<file path="config.mk">
export PLATFORM = sky130hd
export DESIGN_NAME = serial_adder
export DESIGN_NICKNAME = d
export VERILOG_FILES = /design/src/rtl/serial_adder_pkg.sv /design/src/rtl/fa_bit.sv /design/src/rtl/serial_adder.sv
export SDC_FILE = /design/constraint.sdc
export NUM_CORES = 1
export LEC_CHECK = 0
export CAP_MARGIN = 20
export CORE_UTILIZATION = 35
export CTS_BUF_LIST = sky130_fd_sc_hd__clkbuf_8
export DETAILED_ROUTE_END_ITERATION = 10
export PLACE_DENSITY = 0.67
export SLEW_MARGIN = 10
export SYNTH_ARGS = -nofsm -noshare
export SYNTH_HDL_FRONTEND = slang
export SYNTH_SLANG_ARGS = --single-unit
</file>
<file path="constraint.sdc">
create_clock -name clk -period 1.15 [get_ports clk]
set_input_delay 0.23 -clock clk [delete_from_list [all_inputs] [get_ports clk]]
set_output_delay 0.23 -clock clk [all_outputs]
set_load 0.03 [all_outputs]
</file>
<file path="src/rtl/serial_adder_pkg.sv">
// Shared definitions for the bit-serial adder: FSM state type and default width.
package serial_adder_pkg;

  localparam int DEFAULT_WIDTH = 8;

  typedef enum logic [1:0] {
    IDLE = 2'd0,
    RUN  = 2'd1,
    DONE = 2'd2
  } state_t;

endpackage

</file>
<file path="src/rtl/fa_bit.sv">
// One-bit full adder: the only arithmetic in the serial adder datapath.
module fa_bit (
  output logic sum,
  output logic carry,
  input  logic x,
  input  logic y,
  input  logic ci
);

  assign sum   = x ^ y ^ ci;
  assign carry = (x & y) | (x & ci) | (y & ci);

endmodule

</file>
<file path="src/rtl/serial_adder.sv">
// Bit-serial adder: captures two WIDTH-bit operands and a carry-in on start,
// then adds one bit per clock (LSB first) through a single full adder.
// {c_out, s} is updated once, on the last RUN cycle, and done pulses for one
// cycle. Optional build macro SERIAL_ADDER_SUB_EN adds a 'sub' port selecting
// a - b - c_in (c_out = 1 means no borrow).
module serial_adder
  import serial_adder_pkg::*;
#(
  parameter int WIDTH = DEFAULT_WIDTH
) (
  input  logic             clk,
  input  logic             rst,
  input  logic             start,
  input  logic [WIDTH-1:0] a,
  input  logic [WIDTH-1:0] b,
  input  logic             c_in,
`ifdef SERIAL_ADDER_SUB_EN
  input  logic             sub,
`endif
  output logic [WIDTH-1:0] s,
  output logic             c_out,
  output logic             busy,
  output logic             done
);

  // Counter must be able to represent WIDTH itself.
  localparam int            CW   = $clog2(WIDTH + 1);
  localparam logic [CW-1:0] LAST = CW'(WIDTH - 1);

  state_t           state;
  logic [CW-1:0]    cnt;
  logic             carry_q;
  logic [WIDTH-1:0] a_sh;
  logic [WIDTH-1:0] b_sh;
  logic [WIDTH-1:0] acc;
  logic [WIDTH-1:0] acc_next;
  logic [WIDTH-1:0] b_load;
  logic             c_load;
  logic             fa_sum;
  logic             fa_carry;

  // Choose the B operand and initial carry captured on start (inverted for subtract).
  // NOTE: every always_comb output gets a default first, so no path can infer a latch.
  always_comb begin
    b_load = b;
    c_load = c_in;
`ifdef SERIAL_ADDER_SUB_EN
    if (sub) begin
      b_load = ~b;
      c_load = ~c_in;
    end
`endif
  end

  fa_bit u_fa (
    .sum   (fa_sum),
    .carry (fa_carry),
    .x     (a_sh[0]),
    .y     (b_sh[0]),
    .ci    (carry_q)
  );

  // The new sum bit enters at the MSB; after WIDTH shifts the LSB of the
  // result sits at bit 0.
  assign acc_next = (acc >> 1) | (WIDTH'(fa_sum) << (WIDTH - 1));

  // FSM and datapath registers; s/c_out only change on the final RUN cycle.
  // NOTE: sequential state uses non-blocking assignments so all registers
  // update from the same pre-edge values.
  always_ff @(posedge clk) begin
    if (rst) begin
      // NOTE: the shift registers are reset too, so every flop in this block
      // has a known value after reset.
      state   <= IDLE;
      cnt     <= '0;
      carry_q <= 1'b0;
      a_sh    <= '0;
      b_sh    <= '0;
      acc     <= '0;
      s       <= '0;
      c_out   <= 1'b0;
    end else begin
      case (state)
        IDLE, DONE: begin
          if (start) begin
            a_sh    <= a;
            b_sh    <= b_load;
            carry_q <= c_load;
            cnt     <= '0;
            state   <= RUN;
          end else begin
            state <= IDLE;
          end
        end
        RUN: begin
          a_sh    <= a_sh >> 1;
          b_sh    <= b_sh >> 1;
          carry_q <= fa_carry;
          acc     <= acc_next;
          cnt     <= cnt + CW'(1);
          if (cnt == LAST) begin
            s     <= acc_next;
            c_out <= fa_carry;
            state <= DONE;
          end
        end
        default: state <= IDLE;
      endcase
    end
  end

  assign busy = (state == RUN);
  assign done = (state == DONE);

endmodule

</file>
Yosys cells after proc, flatten, opt, wreduce, memory -nomap -nowiden --
Cells that the tools add are included.
Operators by class: add/subtract/negate cells 1, mux-type cells 11, equal/unequal tests 5, bitwise logic cells 8, reduce and logical (&&, ||, !) cells 5
Operator list (number):
- $pmux 8 s2 | 2
- $mux 8 | 2
- $or 7x8->8 | 1
- $pmux 4 s2 | 1
- $add 4x1->4 const B | 1
- $eq 4x3->1 const B | 1
- $mux 4 | 1
- $pmux 2 s2 | 1
- $reduce_and 2->1 | 2
- $and 1x1->1 | 3
- $eq 2x1->1 const B | 1
- $eq 2x2->1 const B | 1
- $logic_not 2->1 | 1
- $mux 1 | 2
- $mux 2 | 1
- $ne 2x1->1 const B | 1
- $ne 2x2->1 const B | 1
- $or 1x1->1 | 2
- $pmux 1 s2 | 1
- $reduce_bool 2->1 | 1
- $reduce_or 2->1 | 1
- $xor 1x1->1 | 2
Word-level totals: input port bits 20, word-level logic and storage cells 38, flip-flop bits (word level) 40, output and inout bits 11

Logic depth before layout (Yosys ltp) --
Gate-level depths: netlist (run 1).
depth after elaboration 4, gate-level depth with buffers 5

Hierarchy --
A second synthesis (run 1) with hierarchy kept.
Unflattened totals: cell total of the unflattened synthesis 177, area, all modules 1651.6 sq um
Modules (own cells, without submodules):
- serial_adder | area each 1631.6 sq um, times used 1, cells each 176
- fa_bit | area each 20.0 sq um, times used 1, cells each 1

Worst setup path before layout (run 1) --
OpenSTA, ideal clock, no wires.
path kind reg-to-reg, start point register cnt[1], end point register c_out, data required time 1.078 ns, setup slack -0.054 ns, data arrival time 1.132 ns, clock period less this slack 1.204 ns, path buffers 0, library setup time 0.072 ns, cell stages (with the launch flop) 5, path through dfxtp_1 > ha_1 > nand3b_1 > nor2_8 > mux2i_1
Between the ends: cells in the longest elaborated chain, start to end 2
Ends and longest elaborated chain:
- start: declaration | RTL line serial_adder.sv:31 | logic [CW-1:0] cnt;
- start signal: assignment | RTL line serial_adder.sv:100 | cnt <= cnt + CW'(1);
- $eq 4x3->1 | RTL line serial_adder.sv:101 | if (cnt == LAST) begin
- $reduce_and 2->1 (no source line)
- end signal: assignment | RTL line serial_adder.sv:103 | c_out <= fa_carry;
- end: declaration | RTL line serial_adder.sv:21 | output logic c_out,
No other way between the ends. A chain may end at the register's enable or synchronous reset.

Worst setup path in the final report (run 1) --
start point register state[1], end point output port busy
Between the ends: cells in the longest elaborated chain, start to end 1
Ends and longest elaborated chain:
- start: declaration | RTL line serial_adder.sv:30 | state_t state;
- start signal: assignment | RTL line serial_adder.sv:74 | state <= IDLE;
- start signal: assignment | RTL line serial_adder.sv:90 | state <= RUN;
- start signal: assignment | RTL line serial_adder.sv:92 | state <= IDLE;
- $eq 2x1->1 | RTL line serial_adder.sv:112 | assign busy = (state == RUN);
- end: declaration | RTL line serial_adder.sv:22 | output logic busy,
No other way between the ends.

==> qor.csv, run 1 <==
stage,metric,value,unit
synth,Ys Warns,0,
clock_network,CTS Sinks,39,
route,WL/cell,11.9,µm
setup_path,Critical Setup Path Class,reg -> out,
sta,maximum clock rate,794,MHz
synth,Synth Instances,177,
synth,sequential area share after synthesis,45.5,%
setup_path,reg2reg start,state[1],
cells_and_area,Area Overhead vs Synth,38.8,%
setup_path,FF-to-FF setup slack,-0.06,ns
route,DR pass1 iterations,4,
sta,RSZ-0062 raised after global routing,true,
power_and_ir_drop,leakage power,0.885,nW
sta,final setup vio count,29,
min_path,cell depth of the worst hold path,2,
sta,Pins Over Slew Limit,0,
global_route,largest net degree at the start of global routing,26,
route,Via density,4.80,
clock_network,cts hold-fix bufs,0,
floorplanning,FP Rows,25,
status,status,finished with violations,
cells_and_area,Fill cells,447,
synth,Yosys reg bits,39,
clock_network,CTS Buffer Depth,2,
synth,syn_area_per_cell,9.69,µm²
setup_path,crit path DAT,1.03,ns
placed_design,port bufs,30,
global_route,initial antenna violation count,0,
sta,Slew @ Worst Pin,0.268,ns
setup_path,R2R depth,5,
placed_design,Placement Cell Area,0.00219,mm²
cells_and_area,Final Util,50.4,%
setup_path,Critical Path RT,0.92,ns
cells_and_area,diode count,0,
cells_and_area,footprint of the multi-input gates,861,µm²
cells_and_area,post-route cell area,0.00238,mm²
status,failing checks,negative setup slack,
global_route,all-layer global routing usage,15.2,%
placed_design,DP Worst Slack,-0.473,ns
min_path,"Endpoint, Worst Hold",acc[1],
setup_path,Startpoint Class,register,
synth,Post-Syn Nets,199,
clock_network,CTS tree,built,
global_route,vias in the first global route,1325,
sta,Worst slew margin,82.0,%
route,via count,1425,
floorplanning,Die Y,72.0,µm
route,DRT antenna net count,0,
route,final WL,3.54,mm
sta,final worst setup slack,-0.110,ns
setup_path,reg-to-reg critical path endpoint,c_out,
clock_network,clock latency on the worst-skew pair,0.29,ns
setup_path,Critical Path Sink Type,output pin,
global_route,gr ovfl total,0,
clock_network,"CTS clk-pin slew, worst paths",0.08,ns
synth,Netlist cell types,30,
power_and_ir_drop,Max VDD drop,0.658,mV
cells_and_area,Reg area,790,µm²
synth,Post-Synthesis Cell Area,0.00172,mm²
floorplanning,Die W,72.0,µm
sta,Setup Skew,0.00672,ns
floorplanning,Initial Util,36.3,%
cells_and_area,Nets,251,
clock_network,htree depth,2,
min_path,hold wc startpoint,acc[1],
placed_design,gpl congestion,0.737,
placed_design,DP Wirelength,2.33,mm
floorplanning,die area,0.00519,mm²
route,initial drt markers,73,
clock_network,Clock Tree Root,clkbuf_8,
floorplanning,# IOs,31,
setup_path,highest net fanout along the worst path,2,
sta,Final period util,110,%
min_path,worst min path class,reg -> reg,
floorplanning,CORE AREA,0.00472,mm²
sta,final hold viol count,0,
route,drt drc,0,
sta,Final min period,1.26,ns
job,Max-Cap Viols,0,
global_route,first-pass GRT wire length,5.97,mm
cells_and_area,layout cell share with drive strength beyond 1,30.9,%
clock_network,CTS Buf Count,5,
power_and_ir_drop,PwrDens,1160,mW/mm²
[state kept, by name, summed over array words and instances, names as in the netlist]
register	flops
cnt	4
s	8
b_sh	8
a_sh	8
carry_q	1
acc	7
state	2
c_out	1
[critical path, cell delays in order (launching register included)]
cell	delay [ns]
dfxtp_2	0.33
nand2b_4	0.13
inv_4	0.04
buf_12	0.11
buf_8	0.12
[cell usage in the layout (no fill, tap or decap), drive strengths merged]
cell type,instances
clkbuf,5
buf,39
mux2,2
a22oi,15
dfxtp,39
nand3,19
fa,1
nand2,17
a21oi,28
nor3b,1
a211oi,1
clkdlybuf4s50,19
nor2,4
and2b,1
inv,3
clkinv,1
mux2i,9
nor3,1
nand4,1
ha,1
nor2b,1
nand3b,1
nand2b,21
[report_power, final]
group | internal (mW) | switching [mW] | total (mW)
Sequential | 1.40 | 0.0356 | 1.44
Clock | 0.408 | 0.465 | 0.872
Combinational | 0.248 | 0.207 | 0.456
Total | 2.06 | 0.708 | 2.77
[cell usage after synthesis, drive strengths merged]
cell type   n  area share, %
mux2i       9            5.3
inv         1           0.36
nand3      19            6.7
a211oi      1           0.73
a22oi      15            6.6
dfxtp      39             46
buf        12            6.4
clkbuf      2           0.44
nand4       1           0.36
nor3b       1           0.44
a21oi      28            8.8
nor3        1           0.29
nand2      17            3.7
nand2b     21            8.1
ha          1           0.73
mux2        2            1.5
fa          1            1.2
and2b       1           0.44
nor2b       1           0.36
nand3b      1           0.44
nor2        3            1.6
[per-layer routing]
layer	track usage [%]	wire, µm	up-vias
met5	0	0	-
met4	6.54	54	0
met3	5.83	164	6
met2	24.0	1670	27
met1	18.6	1660	669
li1	-	-	723
[repair_timing]
action	4_1_cts	5_1_grt
pin swaps	2	3
cloned	1	0
resized for setup	11	7
endpoints found under the setup margin	31	38
buffers inserted	4	1
[layout make-up]
type / count / area share (%)
clock inverter: 3 / 0.525
multi-input combinational: 124 / 36.2
clock buffer: 5 / 2.89
tap: 67 / 3.52
inverter: 1 / 0.263
timing repair buffer: 58 / 23.5
sequential: 39 / 33.2
[metrics by stage]
step	setup TNS, ns	total power [mW]	cells	hold WS [ns]
6_report	-0.937	2.77	297	0.464
5_1_grt	-2.97	2.90	297	0.481
4_1_cts	-1.20	2.79	296	0.466
3_5_place_dp	-10.02	1.88	283	0.456
3_3_place_gp	-9.73	1.87	283	0.446
2_1_floorplan	-0.293	1.71	177	0.375
[logic make-up after synthesis]
| logic type | after synthesis | share of synthesized area (%) |
|---|---|---|
| and+or+nand+nor | 66 | 22.5 |
| AOI/OAI and AO/OA | 44 | 16.1 |
| DFF | 39 | 45.5 |
| buffers and inverters | 15 | 7.22 |
| muxes | 11 | 6.78 |
| adders and majority gates | 2 | 1.90 |
[worst max path at each step]
stage | from | endpoint
after detailed placement | start | a_sh[0]
after global routing | state[1] | busy
after global placement | start | b_sh[6]
after floorplan | cnt[1] | c_out
final | state[1] | busy
after CTS | state[1] | busy
Note: power is estimated with default switching activity, not from simulation.
==> run 2, diff against run 1 <==
- CELL_PAD_IN_SITES_DETAIL_PLACEMENT: default -> 0
- CELL_PAD_IN_SITES_GLOBAL_PLACEMENT: default -> 1
- CORE_UTILIZATION: 35 -> 37
- PLACE_DENSITY: 0.67 -> 0.85
==> run 2 against run 1 <==
- the flow still finishes with violations (negative setup slack)
- critical path depth is the same
- power grew 14%
- die area is 5.3% lower
- largest cell class unchanged
- final cell count shrank 4.0%
- sequential power hardly changed
- clock-buffer cell count rose by 1
- register-to-register slack is essentially flat
- largest power group unchanged
- setup slack gained 0.0028 ns
- via count increased by 1.9%
- clock skew increased by 0.0022 ns
==> qor.csv, run 2 (synthesis gave the netlist of run 1 again) <==
stage,metric,value,unit,change
sta,final worst setup slack,-0.107,ns,+0.00282 ns
floorplanning,Initial Util,38.9,%,+2.5 points
power_and_ir_drop,Clock power frac,37.4,%,+5.9 points
setup_path,Critical Path RT,0.92,ns,about the same
power_and_ir_drop,PwrDens,1240,mW/mm²,+6.9%
sta,Slew @ Worst Pin,0.257,ns,-0.0111 ns
status,status,finished with violations,,
placed_design,port bufs,30,,unchanged
placed_design,gpl congestion,0.815,,+11%
setup_path,highest net fanout along the worst path,2,,unchanged
sta,Pins Over Slew Limit,0,,unchanged
power_and_ir_drop,Gate power share,17.0,%,+0.5 points
setup_path,crit path DAT,1.03,ns,about the same
route,Via density,5.09,,+6.2%
sta,maximum clock rate,795,MHz,+0.22%
power_and_ir_drop,leakage power,0.943,nW,+6.6%
power_and_ir_drop,Sw Ratio,24.1,%,-1.5 points
setup_path,Startpoint Class,register,,
global_route,largest net degree at the start of global routing,18,,-31%
sta,final hold viol count,0,,unchanged
floorplanning,FP Rows,24,,-4.0%
cells_and_area,diode count,0,,unchanged
route,WL/cell,12.9,µm,+8.2%
clock_network,cts hold-fix bufs,0,,unchanged
sta,Worst slew margin,82.8,%,+0.77 points
global_route,gr ovfl total,0,,unchanged
clock_network,"CTS clk-pin slew, worst paths",0.07,ns,about the same
route,drt drc,0,,unchanged
global_route,initial antenna violation count,0,,unchanged
sta,RSZ-0062 raised after global routing,true,,
power_and_ir_drop,Net Sw Power,0.762,mW,+7.6%
power_and_ir_drop,total power draw,3.16,mW,+14%
setup_path,Critical Setup Path Class,reg -> out,,
clock_network,clock latency on the worst-skew pair,0.29,ns,about the same
clock_network,CTS Sinks,39,,unchanged
clock_network,htree depth,2,,unchanged
cells_and_area,fin cells,285,,-4.0%
cells_and_area,Reg area,791,µm²,+0.16%
cells_and_area,layout cell share with drive strength beyond 1,40.8,%,+9.9 points
sta,Final min period,1.26,ns,-0.00282 ns
cells_and_area,Nets,254,,+1.2%
power_and_ir_drop,sequential share of power,45.6,%,-6.4 points
cells_and_area,"commonest non-fill, non-tap cell in the layout",dfxtp_1,,
clock_network,CTS Buf Count,5,,unchanged
job,Max-Cap Viols,0,,unchanged
cells_and_area,Final Util,57.7,%,+7.3 points
cells_and_area,most frequent cells in the layout,"dfxtp_1 (33), buf_4 (27), a21oi_1 (20)",,
route,DR pass1 iterations,4,,unchanged
clock_network,CTS Buffer Depth,2,,unchanged
global_route,all-layer global routing usage,15.3,%,+0.12 points
sta,Min Hold Slack,0.469,ns,+0.00465 ns
floorplanning,die area,0.00491,mm²,-5.3%
setup_path,Critical Path Sink Type,output pin,,
floorplanning,CORE AREA,0.00441,mm²,-6.5%
floorplanning,Die Y,70.1,µm,-2.7%
sta,Setup Skew,0.00889,ns,+0.00216 ns
cells_and_area,biggest regs,"a_sh (8), b_sh (8), s (8)",,
global_route,vias in the first global route,1277,,-3.6%
cells_and_area,footprint of the multi-input gates,951,µm²,+10%
clock_network,CTS tree,built,,
route,initial drt markers,64,,-12%
sta,Final period util,109,%,-0.25 points
placed_design,DP Worst Slack,-0.338,ns,+0.135 ns
power_and_ir_drop,Max VDD drop,0.695,mV,+5.7%
floorplanning,# IOs,31,,unchanged
floorplanning,Die W,70.1,µm,-2.7%
power_and_ir_drop,internal power,2.40,mW,+17%
sta,final setup vio count,15,,-48%
cells_and_area,Area Overhead vs Synth,48.5,%,
global_route,first-pass GRT wire length,5.93,mm,-0.57%
route,via count,1452,,+1.9%
placed_design,placed insts,270,,-4.6%
placed_design,DP Wirelength,2.32,mm,about the same
clock_network,Clock Tree Root,clkbuf_8,,
cells_and_area,Fill cells,409,,-8.5%
route,DRT antenna net count,0,,unchanged
min_path,worst min path class,reg -> reg,,
status,failing checks,negative setup slack,,
route,final WL,3.68,mm,+3.9%
==> run 2: cell types whose count changed in the layout (fill, tap and decap cells not counted), moves of 3 or more <==
cell,delta
a22oi_1,-12
a22oi_2,+12
buf_6,+6
a21oi_1,-4
a21oi_2,+4
buf_4,-3
==> run 2: per-stage QoR <==
stage,cell area (µm²),setup TNS [ns]
floorplan,1730,-0.293
global placement,2180,-7.82
detailed placement,2180,-8.72
CTS,2400,-0.651
global route,2550,-2.01
finish,2550,-0.445
==> run 2: repair_timing <==
action,4_1_cts,5_1_grt
setup endpoints to repair,30,35
gates cloned,1,1
gates resized for setup,19,27
endpoints found under the hold margin,0,0
pin swaps,6,17
setup buffers,4,2
==> run 2: worst paths after layout <==
path | from | to | slack (ns) | cells past startpoint
worst max-delay path | state[1] | busy | -0.11 | 4
worst min-delay path | acc[7] | acc[6] | 0.47 | 2
worst max register to register | state[1] | cnt[3] | -0.06 | 5
worst min register to register | acc[7] | acc[6] | 0.47 | 2
==> run 2: power by group through the flow <==
| stage | sequential, mW | clock [mW] | combinational (mW) |
|---|---|---|---|
| finish | 1.44 | 1.18 | 0.539 |
| global route | 1.45 | 1.29 | 0.582 |
| CTS | 1.44 | 1.22 | 0.464 |
| detailed placement | 1.47 | 0 | 0.417 |
| global placement | 1.47 | 0 | 0.413 |
| floorplan | 1.46 | 0 | 0.252 |
==> run 2: critical path: stages (launching register included) <==
cell	delay, ns
dfxtp_2	0.32
nand2b_4	0.15
inv_4	0.06
buf_6	0.09
buf_6	0.12
==> run 2: final cells by class <==
type,count,area share [%]
clock buffer,6,3.24
multi-input combinational,124,37.3
sequential,39,31.0
timing repair buffer,61,24.2
inverter,1,0.246
tap,52,2.55
clock inverter,2,1.38
==> run 2: routing by layer <==
metal / GRT usage, % / part of all wire, %
met1: 20.0 / 46
met2: 23.8 / 49
met3: 5.34 / 4.4
met4: 4.67 / 0.82
met5: 0 / 0
==> run 3, diff against run 2 <==
- HOLD_SLACK_MARGIN: default -> 0.05
- PLACE_DENSITY: 0.85 -> default
- PLACE_DENSITY_LB_ADDON: default -> 0.1
==> run 3 against run 2 <==
- fmax fell by 0.15%
- the run still ends with negative setup slack left
- combinational power shrank 9.6%
- flip-flop and latch count unchanged
- critical endpoint unchanged
==> qor.csv, run 3 (synthesis gave the netlist of run 1 again) <==
stage,metric,value,unit,change
sta,Final period util,109,%,+0.17 points
cells_and_area,layout cell share with drive strength beyond 1,35.7,%,-5.1 points
clock_network,CTS tree,built,,
sta,Worst slew margin,81.4,%,-1.4 points
floorplanning,CORE AREA,0.00441,mm²,unchanged
setup_path,Critical Path Sink Type,output pin,,
cells_and_area,post-route cell area,0.00248,mm²,-2.8%
route,WL/cell,13.2,µm,+2.6%
cells_and_area,Fill cells,387,,-5.4%
clock_network,"CTS clk-pin slew, worst paths",0.07,ns,about the same
floorplanning,FP Rows,24,,unchanged
global_route,largest net degree at the start of global routing,26,,+8
cells_and_area,footprint of the multi-input gates,926,µm²,-2.6%
global_route,all-layer global routing usage,16.8,%,+1.5 points
clock_network,CTS Sinks,39,,unchanged
route,DR pass1 iterations,4,,unchanged
clock_network,clock latency on the worst-skew pair,0.29,ns,about the same
setup_path,Startpoint Class,register,,
cells_and_area,"commonest non-fill, non-tap cell in the layout",dfxtp_1,,
global_route,gr ovfl total,0,,unchanged
floorplanning,die area,0.00491,mm²,unchanged
floorplanning,# IOs,31,,unchanged
clock_network,CTS Buf Count,5,,unchanged
sta,maximum clock rate,794,MHz,-0.15%
power_and_ir_drop,total power draw,3.24,mW,+2.4%
sta,Slew @ Worst Pin,0.278,ns,+0.0206 ns
setup_path,highest net fanout along the worst path,2,,unchanged
cells_and_area,diode count,0,,unchanged
placed_design,DP Worst Slack,-0.386,ns,-0.0477 ns
status,failing checks,negative setup slack,,
setup_path,Critical Path RT,0.92,ns,about the same
sta,final hold viol count,0,,unchanged
clock_network,cts hold-fix bufs,0,,unchanged
job,Max-Cap Viols,0,,unchanged
route,final WL,3.70,mm,+0.41%
sta,final worst setup slack,-0.109,ns,-0.00192 ns
cells_and_area,most frequent cells in the layout,"dfxtp_1 (34), a21oi_1 (22), buf_4 (22)",,
min_path,worst min path class,reg -> reg,,
floorplanning,Initial Util,38.9,%,unchanged
floorplanning,Die Y,70.1,µm,unchanged
placed_design,Placement Cell Area,0.00211,mm²,-3.0%
status,status,finished with violations,,
floorplanning,Die W,70.1,µm,unchanged
setup_path,crit path DAT,1.03,ns,about the same
sta,RSZ-0062 raised after global routing,true,,
setup_path,Critical Setup Path Class,reg -> out,,
route,Via density,4.98,,-2.2%
sta,Pins Over Slew Limit,0,,unchanged
power_and_ir_drop,leakage power,0.903,nW,-4.2%
route,initial drt markers,36,,-44%
clock_network,htree depth,2,,unchanged
placed_design,DP Wirelength,2.41,mm,+3.7%
placed_design,port bufs,30,,unchanged
global_route,initial antenna violation count,0,,unchanged
power_and_ir_drop,PwrDens,1310,mW/mm²,+5.4%
power_and_ir_drop,Max VDD drop,1.16,mV,+67%
clock_network,CTS Buffer Depth,2,,unchanged
route,drt drc,0,,unchanged
cells_and_area,Nets,248,,-2.4%
cells_and_area,biggest regs,"a_sh (8), b_sh (8), s (8)",,
cells_and_area,Area Overhead vs Synth,44.3,%,
route,DRT antenna net count,0,,unchanged
global_route,vias in the first global route,1496,,+17%
placed_design,gpl congestion,0.820,,+0.69%
sta,Final min period,1.26,ns,+0.00192 ns
clock_network,Clock Tree Root,clkbuf_8,,
route,via count,1390,,-4.3%
sta,final setup vio count,25,,+10
global_route,first-pass GRT wire length,6.49,mm,+9.4%
sta,Setup Skew,0.00465,ns,-0.00424 ns
cells_and_area,Reg area,790,µm²,-0.16%
run 3: cell count changes in the layout (fill, tap and decap cells not counted), sizes merged:
cell,before,now
buf,41,35
bufinv,1,2
dlymetal6s2s,1,0
clkinv,1,0
clkdlybuf4s50,18,19
clkbuf,7,6
inv,1,2
run 3: final cells by class:
cell class	count	area share, %
tap	52	2.63
multi-input combinational	124	37.4
clock buffer	5	2.78
inverter	1	0.253
timing repair buffer	55	22.5
sequential	39	31.9
clock inverter	3	2.58
run 3: layer usage:
layer,track usage [%],share of wire (%),vias to the layer above
li1,-,-,715
met1,18.6,43,647
met2,30.0,53,26
met3,5.48,3.4,2
met4,5.56,0.68,0
met5,0,0,-
run 3: timing repair:
item / in CTS / in global routing
endpoints found under the setup margin: 30 / 36
resized for setup: 29 / 9
setup buffers: 6 / 0
hold endpoints to repair: 0 / 0
gates cloned: 1 / 1
pin swaps: 5 / 5
run 3: final timing paths:
path                            startpoint     end  slack [ns]  cells past startpoint
worst max-delay path              state[1]    busy       -0.11                      4
worst min-delay path                acc[1]  acc[1]        0.46                      2
worst max register to register    state[1]  cnt[3]       -0.10                      5
worst min register to register      acc[1]  acc[1]        0.46                      2
run 3: worst max-delay path, stage by stage (launching register included):
cell and delay, ns:
dfxtp_2 0.32, nand2b_4 0.15, inv_4 0.06, buf_6 0.09, buf_6 0.12
run 3: through the flow:
stage | hold WS, ns | setup TNS [ns] | util (%) | instances
CTS | 0.468 | -0.674 | 54.7 | 278
floorplan | 0.375 | -0.293 | - | 177
finish | 0.465 | -0.768 | 56.1 | 279
global route | 0.491 | -2.57 | 56.1 | 279
global placement | 0.452 | -7.91 | 47.8 | 263
detailed placement | 0.458 | -9.31 | 47.8 | 263
run 3: power by group:
group	internal, mW	switching, mW
sequential	1.40	0.0401
clock	0.858	0.453
combinational	0.260	0.227
